--- src/rtl/fir_credit_pkg.sv ---
// Shared types and sizing for the fir_cascade credit-based sender side.
// Imported by the credit counter and the two-requester arbiter.
package fir_credit_pkg;

    localparam int DATA_WIDTH = 16;
    localparam int FIFO_ADDR  = 4;
    localparam int N_CREDITS  = 2 ** FIFO_ADDR;

    typedef logic signed [DATA_WIDTH-1:0] sample_t;
    typedef logic [FIFO_ADDR:0]           credit_t;

    // The receiver keeps one FIFO slot in reserve, so the sender starts one short of the depth.
    localparam credit_t CREDIT_MAX = credit_t'(N_CREDITS - 1);

    typedef enum logic {
        SRC_REQ0 = 1'b0,
        SRC_REQ1 = 1'b1
    } src_t;

    function automatic src_t other_src(input src_t s);
        return (s == SRC_REQ0) ? SRC_REQ1 : SRC_REQ0;
    endfunction

endpackage

--- src/rtl/credit_counter.sv ---
// Sender-side credit counter: one credit returned per inc pulse, one spent per dec.
// Saturates at CREDIT_MAX and raises a sticky error on overflow.
module credit_counter
    import fir_credit_pkg::*;
(
    input  logic    clock,
    input  logic    reset,
    input  logic    inc,
    input  logic    dec,
    output credit_t count,
    output logic    avail_nz,
    output logic    err
);

    credit_t count_q, count_d;
    logic    err_q, err_d;

    always_comb begin
        count_d = count_q;
        err_d   = err_q;
        case ({inc, dec})
            2'b10: begin
                if (count_q == CREDIT_MAX) begin
                    err_d = 1'b1;
                end else begin
                    count_d = count_q + credit_t'(1);
                end
            end
            2'b01: begin
                // A spend is only ever issued with a nonzero count; the guard keeps the invariant local.
                if (count_q != '0) begin
                    count_d = count_q - credit_t'(1);
                end
            end
            default: begin
                count_d = count_q;
            end
        endcase
    end

    always_ff @(posedge clock) begin
        if (reset) begin
            count_q <= CREDIT_MAX;
            err_q   <= 1'b0;
        end else begin
            count_q <= count_d;
            err_q   <= err_d;
        end
    end

    // A credit returned this cycle is immediately spendable.
    assign avail_nz = (count_q != '0) || inc;
    assign count    = count_q;
    assign err      = err_q;

endmodule

--- src/rtl/fir_credit_arbiter.sv ---
// Two-requester round-robin arbiter feeding one fir_cascade input link.
// Owns the link credits and registers the winning word with its source tag.
module fir_credit_arbiter
    import fir_credit_pkg::*;
(
    input  logic                  clock,
    input  logic                  reset,
    input  logic                  i_req0_valid,
    input  logic [DATA_WIDTH-1:0] i_req0_data,
    output logic                  o_req0_ready,
    input  logic                  i_req1_valid,
    input  logic [DATA_WIDTH-1:0] i_req1_data,
    output logic                  o_req1_ready,
    output logic                  o_top_data_valid,
    output logic [DATA_WIDTH-1:0] o_top_data_data,
    output logic                  o_valid,
    output logic                  o_src_id,
    input  logic                  i_increment_count,
    output logic [FIFO_ADDR:0]    o_credits,
    output logic                  o_credit_err
);

    src_t    rr_q, rr_d;
    logic    link_valid_q, link_valid_d;
    sample_t link_data_q, link_data_d;
    src_t    src_q, src_d;

    logic    can_send;
    logic    grant0;
    logic    grant1;
    logic    send;
    src_t    sel_src;
    sample_t sel_data;
    credit_t credit_count;
    logic    credit_err;

    credit_counter u_credit_counter (
        .clock    (clock),
        .reset    (reset),
        .inc      (i_increment_count),
        .dec      (send),
        .count    (credit_count),
        .avail_nz (can_send),
        .err      (credit_err)
    );

    // The pointer only breaks ties; a lone requester always wins when credit allows.
    always_comb begin
        grant0   = 1'b0;
        grant1   = 1'b0;
        sel_src  = SRC_REQ0;
        sel_data = sample_t'(i_req0_data);
        if (!reset && can_send) begin
            if (i_req0_valid && (!i_req1_valid || rr_q == SRC_REQ0)) begin
                grant0 = 1'b1;
            end else if (i_req1_valid) begin
                grant1   = 1'b1;
                sel_src  = SRC_REQ1;
                sel_data = sample_t'(i_req1_data);
            end
        end
        send = grant0 || grant1;
    end

    always_comb begin
        rr_d         = rr_q;
        link_valid_d = 1'b0;
        link_data_d  = link_data_q;
        src_d        = src_q;
        if (send) begin
            rr_d         = other_src(sel_src);
            link_valid_d = 1'b1;
            link_data_d  = sel_data;
            src_d        = sel_src;
        end
    end

    always_ff @(posedge clock) begin
        if (reset) begin
            rr_q         <= SRC_REQ0;
            link_valid_q <= 1'b0;
            link_data_q  <= '0;
            src_q        <= SRC_REQ0;
        end else begin
            rr_q         <= rr_d;
            link_valid_q <= link_valid_d;
            link_data_q  <= link_data_d;
            src_q        <= src_d;
        end
    end

    assign o_req0_ready     = grant0;
    assign o_req1_ready     = grant1;
    assign o_top_data_valid = link_valid_q;
    assign o_valid          = link_valid_q;
    assign o_top_data_data  = link_data_q;
    assign o_src_id         = src_q;
    assign o_credits        = credit_count;
    assign o_credit_err     = credit_err;

endmodule

--- config.mk ---
export PLATFORM = sky130hd
export DESIGN_NAME = fir_credit_arbiter
export DESIGN_NICKNAME = d
export VERILOG_FILES = /design/src/rtl/fir_credit_pkg.sv /design/src/rtl/credit_counter.sv /design/src/rtl/fir_credit_arbiter.sv
export SDC_FILE = /design/constraint.sdc
export NUM_CORES = 1
export LEC_CHECK = 0
export BUFFER_PORTS_ARGS = -buffer_cell sky130_fd_sc_hd__buf_2
export CAP_MARGIN = 10
export CELL_PAD_IN_SITES_DETAIL_PLACEMENT = 0
export CELL_PAD_IN_SITES_GLOBAL_PLACEMENT = 2
export CORE_MARGIN = 8
export CORE_UTILIZATION = 24
export CTS_BUF_LIST = sky130_fd_sc_hd__clkbuf_4
export DETAILED_ROUTE_END_ITERATION = 12
export GPL_TIMING_DRIVEN = 0
export PLACE_DENSITY_LB_ADDON = 0.1
export SYNTH_ARGS = -nofsm -noshare
export SYNTH_HDL_FRONTEND = slang
export SYNTH_SLANG_ARGS = --single-unit
--- constraint.sdc ---
create_clock -name clock -period 2.6 [get_ports clock]
set_input_delay 0.39 -clock clock [delete_from_list [all_inputs] [get_ports clock]]
set_output_delay 0.39 -clock clock [all_outputs]
set_load 0.005 [all_outputs]
# --- Word level (Yosys, flattened, before mapping) ---
# Cells that the tools add are included.
totals:
  elab_cells: 38
  inputBits: 37
  regBits: 25
op_classes:
  add_sub_neg: 2
  n_bitwise: 1
  reduce_logical: 11
  muxes: 13
  eq_ne: 5
op_table:
  columns: ["op", "count"]
  rows:
  - ["$mux W16", 3]
  - ["$mux W5", 2]
  - ["$pmux W5 S2", 1]
  - ["$mux W1", 7]
  - ["$add A5 B1 Y5 const B", 1]
  - ["$eq A5 B4 Y1 const B", 1]
  - ["$reduce_bool A5 Y1", 1]
  - ["$sub A5 B1 Y5 const B", 1]
  - ["$logic_or A1 B1 Y1", 3]
  - ["$reduce_and A3 Y1", 1]
  - ["$eq A2 B1 Y1 const B", 1]
  - ["$eq A2 B2 Y1 const B", 1]
  - ["$logic_and A1 B1 Y1", 2]
  - ["$logic_not A1 Y1", 2]
  - ["$ne A2 B1 Y1 const B", 1]
  - ["$ne A2 B2 Y1 const B", 1]
  - ["$reduce_and A2 Y1", 1]
  - ["$reduce_bool A2 Y1", 1]
  - ["$not A1 Y1", 1]

# --- Longest topological paths before layout ---
depth:
  depth_word: 9
  mapped_depth: 13
  mapped_depth_nobuf: 12

# --- Hierarchy ---
# Synthesis repeated with hierarchy kept, for this count alone.
unflattened:
  cells_unflattened: 162
  area_unflattened_um2: 1477.7
by_module_without_submodules:
  columns: ["mod", "cells_per_inst", "n_inst", "area_per_inst_um2", "seq_area_each_um2"]
  rows:
  - ["fir_credit_arbiter", 113, 1, 1066.0, 380.4]
  - ["credit_counter", 49, 1, 411.6, 120.1]

# --- Least setup slack after synthesis ---
# Ideal clock, no wire load.
synth_timing:
  path_type: "reg2reg"
  from: "register u_credit_counter.count_q[0] (netlist: u_credit_counter.count[0])"
  to: "register u_credit_counter.count_q[1] (netlist: u_credit_counter.count[1])"
  setup_ns: 0.120
  arrival_ns: 2.503
  stages_incl_launch_ff: 12
  t_required_ns: 2.480
  path_buffers: 2
  setup_slack_ns: -0.022
  period_less_slack_ns: 2.622
  path_cell_list: "dfxtp_1 or4_4 nor3_4 or3_4 inv_2 buf_6 ha_1 inv_1 nor3_1 or3_1 buf_2 a211o_1"
synth_between:
  elab_chain_cells: 8
  elab_cells_between_ends: 18
synth_rtl:
  columns: ["element", "line_no", "text"]
  rows:
  - ["from (decl)", "credit_counter.sv:15", "credit_t count_q, count_d;"]
  - ["from (signal assigned)", "credit_counter.sv:46", "count_q <= count_d;"]
  - ["$reduce_bool A5 Y1", "credit_counter.sv:31, credit_counter.sv:52", null]
  - ["$logic_or A1 B1 Y1", "credit_counter.sv:52", "assign avail_nz = (count_q != '0) || inc;"]
  - ["$logic_and A1 B1 Y1", "fir_credit_arbiter.sv:53", "if (!reset && can_send) begin"]
  - ["$mux W1", "fir_credit_arbiter.sv:53", null]
  - ["$logic_or A1 B1 Y1", "fir_credit_arbiter.sv:62", "send = grant0 || grant1;"]
  - ["$eq A2 B1 Y1 or $eq A2 B2 Y1 (tied branches)", "credit_counter.sv:21", "case ({inc, dec})"]
  - ["$ne A2 B1 Y1 (no source line) (tied with other cells)", null, null]
  - ["$reduce_and A3 Y1 (no source line)", null, null]
# Parallel ways exist; a longest one is shown, timed or not. The select of a mux whose other input is x is not followed.
# A chain may end at the register's enable or synchronous reset.

# --- Final worst setup path ---
# Ends and elaborated chain as after synthesis.

==> impl.org <==
** Critical path
- Kind of launch point of the worst setup path :: flop
- WS Path Type :: reg -> reg
- STA classifies the critical path endpoint as a flop.
- Signal arrival time at the worst endpoint :: between 2000 and 3000 ps
- Endpoint required time on the critical path :: about 2800 ps
- Along the worst path, the maximum fanout reaches 9.

** Clocking
- The longest clock path from root to sink contains 2 buffers.
- Root Buffer :: clkbuf_4
- CTS sink count :: 25
- For this design, the CTS-stage hold fixing added 0 buffers.
- Clock-pin slew on the worst setup and hold paths :: ~140 ps
- In this run the number of H-tree levels came out at 1.
- Num CTS Buffers :: 3
- TritonCTS clock tree :: done
- Source-to-sink clock delay at the later pin of the worst-skew pair :: around 320 ps

** Placed design
- At the end of routability-driven placement, the weighted congestion stood at 0.702.
- Once placement finished, the instance area stood at 0.00172 mm².
- In this run, placement finished with an instance count of 271.
- Summed over all nets, the half-perimeter wirelength after detailed placement is 2960 µm.
- In this run the tool buffered the top-level ports with between 60 and 70 buffer cells.

** STA
- Sum of negative setup slack :: 0 ps
- Setup repair after global routing missed its margin :: true
- In the finished design, the share of the clock period the worst path needs comes to 96.1%.
- Setup Viol. Count Final :: 0
- Transition at the pin with the smallest max-transition slack :: 490 ps
- Final critical-path required period :: 2500 ps
- Worst hold slack after final layout :: a little under 300 ps
- Derived from the worst setup path, the maximum achievable clock frequency is roughly 400 MHz.
- Max Slew Vio Count :: 0
- Across the routed clock network, the largest skew measured is 5.98 ps.
- The hold violation count in the final report was 0.
- Measured against its own limit, the worst slew margin works out to 67.4%.

** Detailed routing
- Via density per instance :: 4.36
- Number of DRC markers in iteration 0 :: 18
- After detailed routing, the number of remaining DRC violations is 0.
- For this run, the detailed router's first-pass iteration total came to 4.
- WL per Instance :: between 10 and 15 µm
- Via count :: between 1000 and 1500
- Final WL :: 3750 µm
- The detail route stage leaves a number of antenna-violating nets equal to 0.

** GRT
- The via count of the first global-routing pass was ~1300.
- Aggregate global routing overflow :: 0
- Wire length of the first global-routing pass :: approximately 5900 µm
- Global Route Usage Sum :: 9.56%
- Initial antenna violation count :: 0
- Entering global routing, the biggest net connects 16 pins.

** Power and ir drop
- IR drop worst, VDD :: 0.000156 V
- Static Leak :: approximately 0.00083 µW
- Cell internal power was estimated by the tool at 689 µW.
- Net switching is 31.9% of the power.
- In this run the power spent charging and discharging nets is ~320 µW.
- Per report_power, the sequential group accounts for about 47% of the total.
- Logic pwr share :: around 34%
- Power Dens Cells :: ~550 mW/mm²
- The share of total power dissipated in the clock network is a little under a fifth.

** Synthesis
- For this run, the leading register cell type out of synthesis is dfxtp_1.
- After synthesis the cells add up to approximately 0.0013 mm².
- Post-synthesis async set-or-reset flop share :: 0%
- When the netlist entered floorplanning its net count stood at 180.
- Yosys synthesis warning count :: 0
- Most area-consuming cells after synthesis :: dfxtp_1 38%, mux2i_1 12%, a211oi_1 9.2%
- For this run, the register share of the synthesized area comes to 38.5%.
- Count of flip-flops with a built-in enable after synthesis :: 0
- Counting every instance in the synthesized netlist gives roughly 140.
- Ranking of synthesized cells by instance count :: 25 x dfxtp_1, 25 x nor2_1, 16 x a211oi_1, 16 x mux2i_1, 6 x inv_1
- Average cell area after synthesis :: 9.50 µm²
- Post-synthesis cell type with the largest combined area :: dfxtp_1
- The share of synthesized area in the top cell type comes to 38.5%.
- Synthesis instantiated 32 different standard cells from the library.
- Seq cells post-synth :: 25

** Floorplan
- I/O pin cnt :: 64
- Once the floorplan was initialized, standard cells occupied approximately a quarter of the core.
- The floorplan has 27 rows.
- The die is about 90 µm tall.
- Core ar. :: 0.00537 mm²
- Floorplan die area :: around 0.0080 mm²
- Floorplan die width :: ~90 µm

** Final layout
- Leaving out filler cells and counting taps, the final layout contains 279.
- Cells fill about a third of the core in the end.
- N_diodes :: 0
- The finished cells cover 0.00184 mm².
- Layout Nets :: about 250
- Area added between synthesis and finish :: 41.2%
- Layout cell share with drive strength beyond 1 :: 46.9%

** Run
- Max-cap violations :: 0

** Hold path
- In this run the worst hold path is classified as in -> reg.

** Outcome
- Run status :: finished clean
layout by cell type, fill, tap and decap left out, drive strengths merged, types with 3 or more instances in the layout:
cell    Yosys  final
inv         7      6
buf         9     75
a211oi     16     16
o21ai       3      3
nand2b      3      3
mux2i      16     16
dfxtp      25     25
ha          5      5
nor3        5      5
nor2       25     25
a21oi       3      3
clkbuf      1      5
what timing repair did:
item,in CTS,in global routing
resized for setup,8,12
setup buffers,2,3
setup endpoints to repair,5,4
pin swaps,1,3
cloned,0,0
cells by family after synthesis:
logic type                 share of synthesized area, %
and+or+nand+nor                                    15.9
buffers and inverters                              9.13
adders and majority gates                          6.35
AOI/OAI and AO/OA                                  15.2
DFF                                                38.5
xor gates and xnor gates                           2.69
muxes                                              12.3
cell type report:
type | count | area (µm²)
buffer | 9 | 87.6
fill | 582 | 3530
clock buffer | 4 | 30.0
timing repair buffer | 67 | 348
sequential | 25 | 512
multi-input combinational | 95 | 731
tap | 72 | 90.1
inverter | 7 | 38.8
critical path, stage by stage (launching register included):
cell	delay, ps
dfxtp_2	360
or4_4	550
nor3_4	190
or3_4	200
clkinv_8	50
ha_4	190
inv_2	70
nor3_1	40
or3_1	320
buf_6	150
a211o_1	290
through the flow:
stage / total power [µW] / setup WS (ps)
6_report: 1010 / 101
5_1_grt: 1100 / -7.17
4_1_cts: 1000 / 8.42
3_5_place_dp: 795 / -194
3_3_place_gp: 787 / -165
2_1_floorplan: 672 / 8.07
power groups by stage:
stage                     registers, µW  clock network (µW)  logic (µW)
after floorplan                     477                   0         195
after global placement              478                   0         310
after detailed placement            480                   0         315
after CTS                           474                 205         323
after global routing                483                 224         392
final                               476                 190         347
metal layers:
layer	part of all wire, %	vias to the layer above	global-route usage [%]
met2	47	37	15.3
met5	0	-	0
li1	-	620	-
met4	1.5	0	4.53
met1	44	556	11.2
met3	7.5	4	3.18
sequential cells by signal, indices dropped and copies added (netlist names):
name,cells
o_top_data_data,16
u_credit_counter.count,5
o_src_id,1
o_top_data_valid,1
rr_q,1
u_credit_counter.err,1
path summary, 6_finish.rpt:
check / to / startpoint / slack [ps] / cells past startpoint
max: u_credit_counter.count[1] / u_credit_counter.count[0] / 100 / 10
min: u_credit_counter.count[2] / reset / 290 / 2
max reg2reg: u_credit_counter.count[1] / u_credit_counter.count[0] / 100 / 10
min reg2reg: u_credit_counter.err / u_credit_counter.err / 490 / 2
No activity file was read; power rests on OpenSTA's default activity.
